**src/rtl/tmr_multi.sv**
```systemverilog
// Multi-channel tick timer: a free-running tick counter plus NUM_CH down-counting
// compare channels with maskable interrupts, on a zero-wait-state register bus.
module tmr_multi #(
    parameter int PRESCALE = 50000,
    parameter int NUM_CH   = 2,
    parameter int CNT_W    = 32
) (
    input  logic        clk,
    input  logic        rst,
    input  logic        stb,
    input  logic        we,
    input  logic [3:0]  addr,
    input  logic [31:0] data_in,
    output logic [31:0] data_out,
    output logic        ack,
    output logic        irq
);
    localparam int               PSC_W   = $clog2(PRESCALE);
    localparam logic [PSC_W-1:0] PSC_MAX = PSC_W'(PRESCALE - 1);

    logic [PSC_W-1:0]  psc;
    logic              tick;
    logic [CNT_W-1:0]  ticks;
    logic [NUM_CH-1:0] pend;
    logic [NUM_CH-1:0] ien;
    logic [NUM_CH-1:0] run;
    logic [NUM_CH-1:0] periodic;
    logic [CNT_W-1:0]  reload [NUM_CH];
    logic [CNT_W-1:0]  cur    [NUM_CH];

    logic              wr;
    logic              wr_ticks;
    logic              wr_pend;
    logic              wr_ien;
    logic [NUM_CH-1:0] wr_ctrl;
    logic [NUM_CH-1:0] wr_reload;
    logic [NUM_CH-1:0] expire;

    assign ack      = stb;
    assign wr       = stb & we;
    assign wr_ticks = wr && (addr == 4'd0);
    assign wr_pend  = wr && (addr == 4'd1);
    assign wr_ien   = wr && (addr == 4'd2);

    always_comb begin
        // NOTE: every output gets a default before the loop so no path leaves it unassigned (no latches).
        wr_ctrl   = '0;
        wr_reload = '0;
        expire    = '0;
        for (int i = 0; i < NUM_CH; i++) begin
            wr_ctrl[i]   = wr && (addr == 4'(4 + 3 * i));
            wr_reload[i] = wr && (addr == 4'(5 + 3 * i));
            expire[i]    = tick && run[i] && (cur[i] == CNT_W'(1));
        end
    end

    always_comb begin
        data_out = '0;
        case (addr)
            4'd0: data_out[CNT_W-1:0]  = ticks;
            4'd1: data_out[NUM_CH-1:0] = pend;
            4'd2: data_out[NUM_CH-1:0] = ien;
            default: begin
                for (int i = 0; i < NUM_CH; i++) begin
                    if (addr == 4'(4 + 3 * i)) data_out[1:0] = {periodic[i], run[i]};
                    if (addr == 4'(5 + 3 * i)) data_out[CNT_W-1:0] = reload[i];
                    if (addr == 4'(6 + 3 * i)) data_out[CNT_W-1:0] = cur[i];
                end
            end
        endcase
    end

    always_ff @(posedge clk or negedge rst) begin
        if (!rst) begin
            psc   <= '0;
            tick  <= 1'b0;
            ticks <= '0;
            pend  <= '0;
            ien   <= '0;
            irq   <= 1'b0;
        end else begin
            // NOTE: non-blocking assignments so every update in this edge sees pre-edge values.
            psc  <= (psc == PSC_MAX) ? '0 : psc + 1'b1;
            tick <= (psc == PSC_MAX);
            if (wr_ticks)  ticks <= data_in[CNT_W-1:0];
            else if (tick) ticks <= ticks + 1'b1;
            // Expiry is OR-ed in after the clear so a same-cycle W1C cannot hide it.
            pend <= (pend & ~(wr_pend ? data_in[NUM_CH-1:0] : '0)) | expire;
            if (wr_ien) ien <= data_in[NUM_CH-1:0];
            irq <= |(pend & ien);
        end
    end

    always_ff @(posedge clk or negedge rst) begin
        if (!rst) begin
            run      <= '0;
            periodic <= '0;
            // NOTE: the channel arrays are a few flops, not a RAM, so they are reset like any register.
            for (int i = 0; i < NUM_CH; i++) begin
                reload[i] <= '0;
                cur[i]    <= '0;
            end
        end else begin
            for (int i = 0; i < NUM_CH; i++) begin
                if (wr_reload[i]) begin
                    reload[i] <= data_in[CNT_W-1:0];
                    cur[i]    <= data_in[CNT_W-1:0];
                end else if (tick && run[i] && (cur[i] != '0)) begin
                    if (cur[i] == CNT_W'(1)) cur[i] <= periodic[i] ? reload[i] : '0;
                    else                     cur[i] <= cur[i] - 1'b1;
                end
                if (wr_ctrl[i]) begin
                    run[i]      <= data_in[0];
                    periodic[i] <= data_in[1];
                end else if (expire[i] && !periodic[i]) begin
                    run[i] <= 1'b0;
                end
            end
        end
    end
endmodule

```
**config.mk**
```make
export PLATFORM = sky130hd
export DESIGN_NAME = tmr_multi
export DESIGN_NICKNAME = d
export VERILOG_FILES = /design/src/rtl/tmr_multi.sv
export SDC_FILE = /design/constraint.sdc
export NUM_CORES = 1
export LEC_CHECK = 0
export ABC_AREA = 1
export CORE_MARGIN = 4
export CORE_UTILIZATION = 40
export CTS_BUF_LIST = sky130_fd_sc_hd__clkbuf_4 sky130_fd_sc_hd__clkbuf_8
export CTS_CLUSTER_DIAMETER = 30
export DETAILED_ROUTE_END_ITERATION = 12
export PLACE_DENSITY_LB_ADDON = 0.12
export SLEW_MARGIN = 20
export SYNTH_ARGS = -nofsm -noshare
export SYNTH_HDL_FRONTEND = slang
export SYNTH_SLANG_ARGS = --single-unit
```
**constraint.sdc**
```tcl
create_clock -name clk -period 2.62 [get_ports clk]
set_clock_uncertainty 0.05 [all_clocks]
set_input_delay 0.393 -clock clk [delete_from_list [all_inputs] [get_ports clk]]
set_output_delay 0.393 -clock clk [all_outputs]
set_load 0.01 [all_outputs]
```
* Yosys cells after proc, flatten, opt, wreduce, memory -nomap -nowiden
Index checks and enable logic that the tools add are counted.
** Operators by class
- $add $sub $neg :: 4
- Equal/unequal tests :: 11
- Multiplexer cells :: 24
- Bitwise operators :: 5
- Reduce and logical (&&, ||, !) cells :: 27
** Operators by type and width (count)
- 32-bit 2-to-1 mux :: 14
- 32-bit by 1-bit equality test with 1-bit output, second input constant :: 2
- 32-bit nonzero test :: 2
- 32-bit by 1-bit subtractor with 32-bit output, second input constant :: 2
- 30-bit one-hot mux with 2 select lines :: 1
- 32-bit by 1-bit adder with 32-bit output, second input constant :: 1
- 16-bit by 1-bit adder with 16-bit output, second input constant :: 1
- 16-bit equality test, second input constant :: 1
- 4-bit by 3-bit equality test with 1-bit output, second input constant :: 4
- 16-bit 2-to-1 mux :: 1
- 1-bit logical AND :: 15
- 2-bit nonzero test :: 5
- 4-bit equality test, second input constant :: 2
- 2-bit 2-to-1 mux :: 3
- 2-bit one-hot mux with 3 select lines :: 1
- 2-bit bitwise AND :: 2
- 4-bit by 1-bit equality test with 1-bit output, second input constant :: 1
- 4-bit by 2-bit equality test with 1-bit output, second input constant :: 1
- 4-bit logical NOT :: 1
- 1-bit 2-to-1 mux :: 4
- 2-bit OR reduction :: 2
- 1-bit logical NOT :: 2
- 2-bit inverter :: 1
- 2-bit OR :: 1
- 1-bit bitwise AND :: 1
** Word-level totals
- Register bits :: 186
- Output and inout bits :: 34

* Logic depth before layout (Yosys ltp)
- Depth in word-level cells :: 8
- Gate-level depth with buffers :: 14
- Depth with buffers taken out :: 13

* Least setup slack after synthesis
OpenSTA, ideal clock, no wires.
- Path kind :: input port to output port
- Start point :: input addr[3]
- End point :: output data_out[18]
- Arrival :: 1463 ps
- Data required time :: 2177 ps
- Setup slack :: 714 ps
- Cell stages on the path :: 9
- Buffers on the path :: 2
- Path through :: inv_1 nand2_1 inv_1 nand2_1 buf_2 buf_1 o22ai_1 a21oi_1 o221ai_1
** On the way
- Word-level cells in the longest chain between the ends :: 6
- Elaborated cells on any way between the ends :: 13
- Classes of those cells :: eq/ne (6); mux (5); reduce/logical (2)
** Ends and longest elaborated chain
- start: declaration :: line 12 : input logic [3:0] addr,
- 4-bit by 3-bit equality test with 1-bit output :: line 66 : if (addr == 4'(5 + 3 * i)) data_out[CNT_W-1:0] = reload[i];
- 32-bit 2-to-1 mux :: line 66
- 32-bit 2-to-1 mux :: line 67 : if (addr == 4'(6 + 3 * i)) data_out[CNT_W-1:0] = cur[i];
- 32-bit 2-to-1 mux :: line 66
- 32-bit 2-to-1 mux :: line 67
- 30-bit one-hot mux with 2 select lines (*) :: line 59 : case (addr)
- end: declaration :: line 14 : output logic [31:0] data_out,
Every way passes the cells marked *; elsewhere a longest branch is shown, timed or not.

* Final worst setup path
- Start point :: input addr[3]
- End point :: output data_out[21]
The elaborated chain is that of the path after synthesis.

==> results.yml <==
synth:
  async_flop_share_pct: 100
  synth_edf_count: 0
  yosysTopAreaCellShare_pct: 37.8
  yosysMostFrequentCell: "nand2_1"
  syn_inst: 1822
  synth-xor-area-share_pct: 3.41
  synth_fp_nets: 1868
  synthAdderAreaFrac_pct: 0.610
  syn_area_um2: 12300
  synth.mux.area_fraction_pct: 0
  yosys-top-cells-area: "dfrtp_1 38%, nand2_1 18%, inv_1 7.3%, nor2_1 5.9%, nand3_1 4.8%"
  synth-seq-cells: 186
  ys_seq_area_share_pct: 37.8
  yosys-top-cells-count: "597 x nand2_1, 240 x inv_1, 194 x nor2_1, 186 x dfrtp_1, 119 x nand3_1"
  synth_top_family_by_area: "simple AND/OR/NAND/NOR gates"
  ys_types: 41
  synth_ff_type: "dfrtp_1"
  synth_compound_area_share_pct: 11.7
  yosysTopAreaCell: "dfrtp_1"
  yosys.area_share.simple_pct: 36.0
  ys_warn_count: 0
  syn_avg_cell_area_um2: 6.76
clock_network:
  cts.clk_slew.worst_paths_ns: 0.10
  cts_root_buffer: "clkbuf_8"
  cts_tree: "yes"
  cts_made_buffers: 17
  cts_buffer_depth: 2
  insertion_delay_ns: 0.52
  clock-sinks: 186
  ctsHtreeMaxLevel: 4
pwr:
  leakagePower_nw: 7.26
  ir_worst_vdd_mv: 0.348
  powerDensity_nw_per_um2: 589
route:
  drt_iter0_markers: 1368
  post-route-drc-count: 0
  drtPass1Iterations: 7
  wl_um: 47700
  post_drt_wl_per_cell_um: 20.4
  ant_nets: 0
  num_vias: 12600
  viasPerCell: 5.41
grt:
  grt_max_degree: 60
  grt_pass1_vias: 12100
  grt_antenna_before_repair: 0
  grt_pass1_wl_um: 73400
  grt_util_all_layers_pct: 28.4
  grt_overflow_total: 0
critical_path:
  slowest_delay_ns: 0.50
  startpoint: "addr[3]"
  rr_endpoint: "cur[23]"
  crit_family: "buffers and inverters"
  crit_slowest_cell: "clkdlybuf4s50_1"
  regToRegStartpoint: "cur[1]"
  worst_ep_required_time_ns: 2.18
  critPathLaunchType: "input port"
  reg2reg_depth: 13
  endpoint_kind: "primary output"
  path_common_cell: "inv_2"
  r2r_slack_ns: 0.30
  critPathMaxFanout: 16
  worst-path-buf-inv: 5
  worstPathArrival_ns: 2.10
  critPathKind: "in2out"
  cp_cell_sequence: "clkdlybuf4s50_1 -> inv_2 -> nand2_2 -> inv_2 -> nand2_4 -> clkbuf_16 -> o22ai_1 -> a21oi_1 -> o221ai_1 -> dlygate4sd2_1"
sta:
  slew_headroom_pct: 56.2
  worst_pin_slew_ns: 0.652
  drv_slew: 0
  fin_crit_sh_pct: 97.1
  max_freq_mhz: 393
  layout_setup_ws_ns: 0.0763
  hold_viol: 0
  period_needed_ns: 2.54
  setup_viol_count_final: 0
hold_path:
  min_path_type: "in2async"
floorplanning:
  coreArea_um2: 30000
  rows: 63
  fp.dieArea_um2: 33700
  die_h_um: 183
  start_util_pct: 41.0
  die_w_um: 183
  io-pin-count: 74
cells_and_area:
  finalNetCount: 1978
  area_growth_pct: 17.0
  layout-drive-gt1-share_pct: 10.3
  final_util_pct: 48.0
place:
  place.port_buffers: 73
  pre_cts_ws_ns: -0.366
  dpl.hpwl_um: 37300
  gp_congestion: 0.973
flow_run:
  cap_violations: 0
run_status:
  outcome: "finished clean"
-- power by group --
part           internal, W  switching, W
combinational     0.000915       0.00175
clock             0.000711       0.00128
sequential         0.00335      0.000492
total              0.00497       0.00352
-- stage by stage --
step | TNS, ns | hold slack [ns] | std cells | instance area (um^2) | total power [W]
floorplan | 0 | 0.0474 | 1822 | 12300 | 0.00539
global placement | -9.81 | 0.380 | 2295 | 13800 | 0.00646
detailed placement | -10.89 | 0.384 | 2295 | 13800 | 0.00647
CTS | -0.0191 | 0.372 | 2328 | 14200 | 0.00847
global route | -0.00316 | 0.389 | 2335 | 14400 | 0.00902
finish | 0 | 0.388 | 2336 | 14400 | 0.00849
-- flip-flops by register name (all words and copies together), names as in the netlist --
name      flops
irq           1
psc          16
reload       64
ticks        32
run           2
cur          64
pend          2
tick          1
ien           2
periodic      2
-- cell type report --
cell class / instances / area, um^2
Sequential cell: 186 / 4650
Fill cell: 3133 / 15600
Multi-Input combinational cell: 1326 / 6530
Clock inverter: 15 / 153
Clock buffer: 17 / 234
Inverter: 248 / 931
Tap cell: 390 / 488
Timing Repair Buffer: 153 / 1420
Antenna cell: 1 / 2.50
-- per-layer routing --
metal	GRT usage, %	share of wire [%]	vias to the layer above
li1	-	-	6069
met1	42.5	46	6039
met2	43.3	45	465
met3	4.16	6.7	56
met4	6.94	1.9	0
met5	0	0	-
-- cells by family (layout without fill, tap and decap cells) --
group                    count (synthesis)  count (layout)
AO/OA/AOI/OAI                          233             233
XOR/XNOR                                48              48
AND/OR/NAND/NOR                       1039            1039
other                                    0               1
buffers and inverters                  310             433
adder cells (fa/ha/maj)                  6               6
flip-flops                             186             186
-- worst max-delay path by stage --
stage,slack [ns],end,cells after the start
floorplan,0.71,data_out[18],9
global placement,-0.34,data_out[7],9
detailed placement,-0.37,data_out[7],9
CTS,-0.02,data_out[31],10
global route,-0.003,data_out[0],12
finish,0.08,data_out[21],10
-- cell usage in the layout (no fill, tap or decap), types with 3 or more instances in the layout --
cell type / n
nor2_1: 192
nand2_1: 594
dfrtp_1: 186
clkdlybuf4s15_1: 4
o221ai_2: 10
xnor2_1: 3
xor2_1: 45
nor2_4: 8
a31oi_1: 5
nand4_1: 47
clkdlybuf4s50_1: 37
o22ai_1: 21
nand2_2: 10
nor2_2: 16
inv_8: 5
a211oi_2: 3
nand2_4: 6
inv_6: 3
clkbuf_8: 18
nand3b_1: 12
a21oi_1: 26
o21ai_1: 17
dlygate4sd2_1: 19
o211ai_1: 10
inv_2: 10
o22ai_2: 6
clkbuf_2: 7
inv_1: 238
nand3_1: 119
buf_12: 9
nor3_1: 30
o21ai_0: 92
o211a_1: 3
buf_4: 68
ha_1: 6
o221ai_1: 28
-- timing repair --
item,4_1_cts,5_1_grt
endpoints found under the hold margin,54,0
buffers inserted,0,5
hold buffers,1,0
endpoints found under the setup margin,32,36
cloned,0,2
pin swaps,0,3
resized for setup,52,45
(Power assumes the default switching activity.)
